[config.mk]
export PLATFORM = sky130hd
export DESIGN_NAME = vga_scanout
export DESIGN_NICKNAME = d
export VERILOG_FILES = /design/src/rtl/vga_pkg.sv /design/src/rtl/vga_timing.sv /design/src/rtl/vga_scanout.sv
export SDC_FILE = /design/constraint.sdc
export NUM_CORES = 1
export LEC_CHECK = 0
export CAP_MARGIN = 20
export CORE_MARGIN = 3
export CORE_UTILIZATION = 37
export DETAILED_ROUTE_END_ITERATION = 16
export PLACE_DENSITY_LB_ADDON = 0.12
export SLEW_MARGIN = 20
export SYNTH_ARGS = -nofsm -noshare
export SYNTH_HDL_FRONTEND = slang
export SYNTH_SLANG_ARGS = --single-unit
[constraint.sdc]
create_clock -name clk -period 2 [get_ports clk]
set_clock_uncertainty 0.05 [all_clocks]
set_input_delay 0.4 -clock clk [delete_from_list [all_inputs] [get_ports clk]]
set_output_delay 0.4 -clock clk [all_outputs]
set_load 0.03 [all_outputs]
[src/rtl/vga_pkg.sv]
// Shared VGA timing defaults and pixel/flag types for the scanout path.
package vga_pkg;

    // 640x480@60 default timing (pixels / lines)
    localparam int DEF_H_ACTIVE = 640;
    localparam int DEF_H_FP     = 16;
    localparam int DEF_H_SYNC   = 96;
    localparam int DEF_H_BP     = 48;
    localparam int DEF_V_ACTIVE = 480;
    localparam int DEF_V_FP     = 10;
    localparam int DEF_V_SYNC   = 2;
    localparam int DEF_V_BP     = 33;

    localparam int DEF_H_TOTAL = DEF_H_ACTIVE + DEF_H_FP + DEF_H_SYNC + DEF_H_BP;
    localparam int DEF_V_TOTAL = DEF_V_ACTIVE + DEF_V_FP + DEF_V_SYNC + DEF_V_BP;

    // Wide enough for both 800 columns and 525 lines
    localparam int CNT_W = 10;

    // 12-bit framebuffer pixel {R,G,B}
    typedef struct packed {
        logic [3:0] r;
        logic [3:0] g;
        logic [3:0] b;
    } rgb_t;

    // Per-tick video flags carried down the alignment pipeline
    typedef struct packed {
        logic active;
        logic hs;
        logic vs;
    } vflags_t;

endpackage

[src/rtl/vga_timing.sv]
// Raster counters plus stage-0 decode (active area, sync windows, frame wrap).
module vga_timing
    import vga_pkg::*;
#(
    parameter int H_ACTIVE = DEF_H_ACTIVE,
    parameter int H_FP     = DEF_H_FP,
    parameter int H_SYNC   = DEF_H_SYNC,
    parameter int H_BP     = DEF_H_BP,
    parameter int V_ACTIVE = DEF_V_ACTIVE,
    parameter int V_FP     = DEF_V_FP,
    parameter int V_SYNC   = DEF_V_SYNC,
    parameter int V_BP     = DEF_V_BP
) (
    input  logic             clk,
    input  logic             rst_n,
    input  logic             pix_en,
    output logic [CNT_W-1:0] hcnt,
    output logic [CNT_W-1:0] vcnt,
    output logic             active0,
    output logic             hs0,
    output logic             vs0,
    output logic             vblank,
    output logic             frame_start
);

    localparam int H_TOTAL = H_ACTIVE + H_FP + H_SYNC + H_BP;
    localparam int V_TOTAL = V_ACTIVE + V_FP + V_SYNC + V_BP;

    localparam logic [CNT_W-1:0] H_LAST = CNT_W'(H_TOTAL - 1);
    localparam logic [CNT_W-1:0] V_LAST = CNT_W'(V_TOTAL - 1);
    localparam logic [CNT_W-1:0] H_ACT  = CNT_W'(H_ACTIVE);
    localparam logic [CNT_W-1:0] V_ACT  = CNT_W'(V_ACTIVE);
    localparam logic [CNT_W-1:0] HS_BEG = CNT_W'(H_ACTIVE + H_FP);
    localparam logic [CNT_W-1:0] HS_END = CNT_W'(H_ACTIVE + H_FP + H_SYNC);
    localparam logic [CNT_W-1:0] VS_BEG = CNT_W'(V_ACTIVE + V_FP);
    localparam logic [CNT_W-1:0] VS_END = CNT_W'(V_ACTIVE + V_FP + V_SYNC);
    localparam logic [CNT_W-1:0] ONE    = CNT_W'(1);

    logic line_end;
    logic frame_end;

    assign line_end  = (hcnt == H_LAST);
    assign frame_end = line_end && (vcnt == V_LAST);

    assign active0 = (hcnt < H_ACT) && (vcnt < V_ACT);
    assign hs0     = (hcnt >= HS_BEG) && (hcnt < HS_END);
    assign vs0     = (vcnt >= VS_BEG) && (vcnt < VS_END);

    // Status outputs are forced low while reset is asserted
    assign vblank      = rst_n && (vcnt >= V_ACT);
    assign frame_start = rst_n && pix_en && frame_end;

    // Advance the raster position once per pixel tick, wrapping line then frame
    always_ff @(posedge clk) begin
        if (!rst_n) begin
            hcnt <= '0;
            vcnt <= '0;
        end else if (pix_en) begin
            if (line_end) begin
                hcnt <= '0;
                vcnt <= (vcnt == V_LAST) ? '0 : vcnt + ONE;
            end else begin
                hcnt <= hcnt + ONE;
            end
        end
    end

endmodule

[src/rtl/vga_scanout.sv]
// Framebuffer scanout: address generation, read-latency alignment, RGB/sync pins.
module vga_scanout
    import vga_pkg::*;
#(
    parameter int H_ACTIVE    = DEF_H_ACTIVE,
    parameter int H_FP        = DEF_H_FP,
    parameter int H_SYNC      = DEF_H_SYNC,
    parameter int H_BP        = DEF_H_BP,
    parameter int V_ACTIVE    = DEF_V_ACTIVE,
    parameter int V_FP        = DEF_V_FP,
    parameter int V_SYNC      = DEF_V_SYNC,
    parameter int V_BP        = DEF_V_BP,
    parameter int SCALE_SHIFT = 2,
    parameter int RD_LATENCY  = 1,
    parameter bit SYNC_NEG    = 1'b1
) (
    input  logic        clk,
    input  logic        rst_n,
    input  logic        pix_en,
    output logic        fb_rd_en,
    output logic [7:0]  fb_rd_x,
    output logic [7:0]  fb_rd_y,
    input  logic [11:0] fb_rd_data,
    output logic        vga_hs,
    output logic        vga_vs,
    output logic [3:0]  vga_r,
    output logic [3:0]  vga_g,
    output logic [3:0]  vga_b,
    output logic        vblank,
    output logic        frame_start
);

    logic [CNT_W-1:0] hcnt;
    logic [CNT_W-1:0] vcnt;
    logic             active0;
    logic             hs0;
    logic             vs0;

    vga_timing #(
        .H_ACTIVE (H_ACTIVE),
        .H_FP     (H_FP),
        .H_SYNC   (H_SYNC),
        .H_BP     (H_BP),
        .V_ACTIVE (V_ACTIVE),
        .V_FP     (V_FP),
        .V_SYNC   (V_SYNC),
        .V_BP     (V_BP)
    ) u_timing (
        .clk         (clk),
        .rst_n       (rst_n),
        .pix_en      (pix_en),
        .hcnt        (hcnt),
        .vcnt        (vcnt),
        .active0     (active0),
        .hs0         (hs0),
        .vs0         (vs0),
        .vblank      (vblank),
        .frame_start (frame_start)
    );

    // Framebuffer address: live during active video, parked on the last
    // fetched coordinate during blanking so the bus stays quiet.
    logic [7:0] x_cur;
    logic [7:0] y_cur;
    logic [7:0] x_hold;
    logic [7:0] y_hold;

    assign x_cur    = 8'(hcnt >> SCALE_SHIFT);
    assign y_cur    = 8'(vcnt >> SCALE_SHIFT);
    assign fb_rd_en = rst_n && pix_en && active0;
    assign fb_rd_x  = active0 ? x_cur : x_hold;
    assign fb_rd_y  = active0 ? y_cur : y_hold;

    // Remember the most recent fetched address for the blanking interval
    always_ff @(posedge clk) begin
        if (!rst_n) begin
            x_hold <= '0;
            y_hold <= '0;
        end else if (pix_en && active0) begin
            x_hold <= x_cur;
            y_hold <= y_cur;
        end
    end

    // Delay the stage-0 flags so they line up with the returning read data
    vflags_t stage0;
    vflags_t flag_pipe [RD_LATENCY];
    vflags_t flag_d;

    assign stage0 = '{active: active0, hs: hs0, vs: vs0};
    assign flag_d = flag_pipe[RD_LATENCY-1];

    // Shift flags one slot per pixel tick
    always_ff @(posedge clk) begin
        if (!rst_n) begin
            for (int i = 0; i < RD_LATENCY; i++) flag_pipe[i] <= '0;
        end else if (pix_en) begin
            flag_pipe[0] <= stage0;
            for (int i = 1; i < RD_LATENCY; i++) flag_pipe[i] <= flag_pipe[i-1];
        end
    end

    // Output register: blank forced to black, sync polarity applied here
    rgb_t pix_q;
    logic hs_q;
    logic vs_q;

    always_ff @(posedge clk) begin
        if (!rst_n) begin
            pix_q <= '0;
            hs_q  <= SYNC_NEG;
            vs_q  <= SYNC_NEG;
        end else if (pix_en) begin
            pix_q <= flag_d.active ? rgb_t'(fb_rd_data) : '0;
            hs_q  <= flag_d.hs ^ SYNC_NEG;
            vs_q  <= flag_d.vs ^ SYNC_NEG;
        end
    end

    assign vga_r  = pix_q.r;
    assign vga_g  = pix_q.g;
    assign vga_b  = pix_q.b;
    assign vga_hs = hs_q;
    assign vga_vs = vs_q;

endmodule

==> flow_summary_export.csv <==
group,metric,value,unit
die,chipHeight,87.0,microns
place,place_inst,411,
layout,antennaDiodeCount,0,
setup_path,rr_startpoint,"u_timing.hcnt[7]",
sta,holdWs,441,ps
layout,nets,383,
grt,grt-ovfl-total,0,
setup_path,crit_path_start,"u_timing.vcnt[7]",
synth,ys.flop_type,"dfxtp_1",
setup_path,start_kind,"flop",
place,place_worst_setup_slack,-288,ps
routing,drc,0,
sta,final-setup-viol-count,19,
place,hpwl,4.17,mm
setup_path,crit_type,"flop to output pin",
routing,via_per_inst,4.98,
routing,wl_per_cell,14.5,microns
run_status,violations,"setup timing",
setup_path,critPathMaxFanout,6,
clocking,htree_num_levels,2,
synth,syn_area,0.00242,sq mm
pwr,p_leak,1.46,nW
synth,netlist.area_leader.share,0.413,
setup_path,crit_arrival,1670,ps
pwr,ir_drop,0.000374,V
synth,synth_top_family_by_area,"simple AND/OR/NAND/NOR gates",
setup_path,crit_required,1550,ps
synth,yosys-top-cells-area,"dfxtp_1 41%, nor2_1 6.7%, mux2i_1 6.6%",
die,core-area,0.00613,sq mm
layout,post_route_cells_drive_above_1_share,0.337,
synth,syn-num-nets,294,
place,numPortBuffers,47,
die,ios,48,
die,die_w,87.0,microns
sta,hold_viol,0,
setup_path,r2r_slack,-40,ps
synth,synth_xor_area_frac,0.0325,
setup_path,worstSetupEndpoint,"fb_rd_x[4]",
layout,area_growth,50.4,%
synth,synth_cell_types,35,
synth,synth.area.mux_share,0.122,
place,postPlaceCellArea,0.00312,sq mm
clocking,root_buffer,"clkbuf_8",
synth,yosys.area.top_type,"dfxtp_1",
clocking,holdBufCountCts,0,
sta,fmax,471,MHz
routing,vias,2190,
die,die_area,0.00756,sq mm
sta,finalCritPeriodShare,1.06,
synth,synth.yosys.seq_area_share,0.450,
synth,synthSimpleGateAreaFrac,0.243,
synth,synth.most_common_cell,"dfxtp_1",
synth,synth_commonest_cells,"50 x dfxtp_1, 43 x nor2_1, 22 x a21oi_1, 18 x nand2_1, 16 x mux2i_1",
die,placementRows,28,
routing,drt_iter0_drc,121,
setup_path,rr_worst_depth,5,
sta,drv_slew,0,
grt,grt_pass1_wl,10.6,mm
sta,period_needed,2120,ps
sta,rsz0062_at_grt,"yes",
place,place_congestion,0.779,
setup_path,r2r_end,"u_timing.vcnt[7]",
synth,syn_inst,275,
clocking,clock_sinks,53,
synth,synth_edf_count,3,
synth,syn_avg_cell_area,8.82,sq um
pwr,totalPowerFinal,1.86,mW
grt,grt_usage,0.178,
grt,grt_pass1_vias,2159,
flow_run,maxCapViolations,0,
grt,antenna_found_initial,0,
die,start_util,0.396,
worst_hold_path,hp-class,"flop to flop",
clocking,clock_latency,310,ps
routing,drt-total-wl,6.40,mm
clocking,clk_path_buf_depth,2,
synth,yosys.area_share.adder,0.0206,
routing,dr.pass1.iters,4,
grt,grt_max_degree,29,
worst_hold_path,worstHoldStart,"y_hold[7]",
synth,synth_compound_area_frac,0.0867,
setup_path,end_kind,"output pin",
synth,synth-seq-cells,53,
layout,final_cells,440,
synth,synth-warning-count,0,
synth,async_reset_ff_frac,0,
clocking,cts_buffers,5,
layout,stdcell_area,0.00365,sq mm
sta,worst_pin_slew,453,ps
sta,slew-limit-headroom,0.694,
sta,final.setup.worst_slack,-123,ps
routing,postRouteAntennaNets,0,
run_status,status,"complete, but fails checks",
pwr,power_density,510,mW/mm^2
clocking,cts_tree,"done",
clocking,path_clk_slew,90,ps
[worst max-delay path: stages (launching register included)]
cell and delay, ps:
dfxtp_4 370, a41oi_4 310, nand2_8 110, buf_8 160, mux2_2 280, buf_6 140
[cell usage in the layout, fill, tap and decap left out, types with 3 or more instances in the layout]
master	n
o21ai_0	7
buf_6	24
xnor2_1	5
clkdlybuf4s50_1	27
a21oi_1	18
or3_1	5
dfxtp_2	10
nand2_1	15
nor3_1	5
xor2_1	4
and2_1	3
nand3_1	7
a21oi_2	3
clkbuf_8	5
mux2i_1	16
nand4_1	6
edfxtp_1	3
nor2b_1	12
buf_4	42
or4_4	4
inv_1	9
ha_1	4
mux2_2	12
nor2_1	41
dfxtp_1	38
[final cells by class]
type	instances	area, sq um
clock buffer	7	76.3
clock inverter	1	7.51
fill	545	2480
inverter	10	37.5
multi-input combinational	195	1350
sequential	53	1110
tap	75	93.8
timing repair buffer	99	975
[kinds of logic after synthesis]
| kind of cell | after synthesis |
|---|---|
| fa+ha+maj | 4 |
| xor+xnor | 9 |
| simple gates | 115 |
| buf+inv | 27 |
| flops | 53 |
| mux | 28 |
| compound gates | 39 |
[metrics by stage]
stage                     utilization  TNS, ps
after floorplan                     -        0
after global placement          0.509    -4500
after detailed placement        0.509    -5080
after CTS                       0.571     -784
after global routing            0.595    -2680
final                           0.595    -1620
[state kept, by name, summed over array words and instances, names as in the netlist]
| signal | flops |
|---|---|
| u_timing.hcnt | 10 |
| u_timing.vcnt | 10 |
| x_hold | 8 |
| y_hold | 8 |
| vga_b | 4 |
| vga_g | 4 |
| vga_r | 4 |
| flag_pipe | 3 |
| vga_hs | 1 |
| vga_vs | 1 |
[where the power goes]
group,internal (mW),switching [mW]
Combinational,0.0889,0.0962
Sequential,1.08,0.00691
Clock,0.248,0.343
[routing by layer]
layer  track usage  wire (microns)  up-vias
met4        0.0467              60        0
met3        0.0378             298        6
met2         0.271            2960       47
met5             0               0        -
met1         0.255            3080     1019
li1              -               -     1118
[worst min-delay path by stage]
stage | to | slack [ps] | cells after the start
2_1_floorplan | y_hold[7] | 390 | 1
3_3_place_gp | y_hold[7] | 410 | 1
3_5_place_dp | y_hold[7] | 410 | 1
4_1_cts | y_hold[7] | 440 | 1
5_1_grt | y_hold[7] | 460 | 1
6_report | y_hold[7] | 440 | 1
[repair_timing]
item,in CTS,in global routing
gates cloned,2,0
buffers inserted,13,7
gates resized for setup,44,26
pin swaps,10,12
setup endpoints to repair,17,26
(Power assumes the default switching activity.)
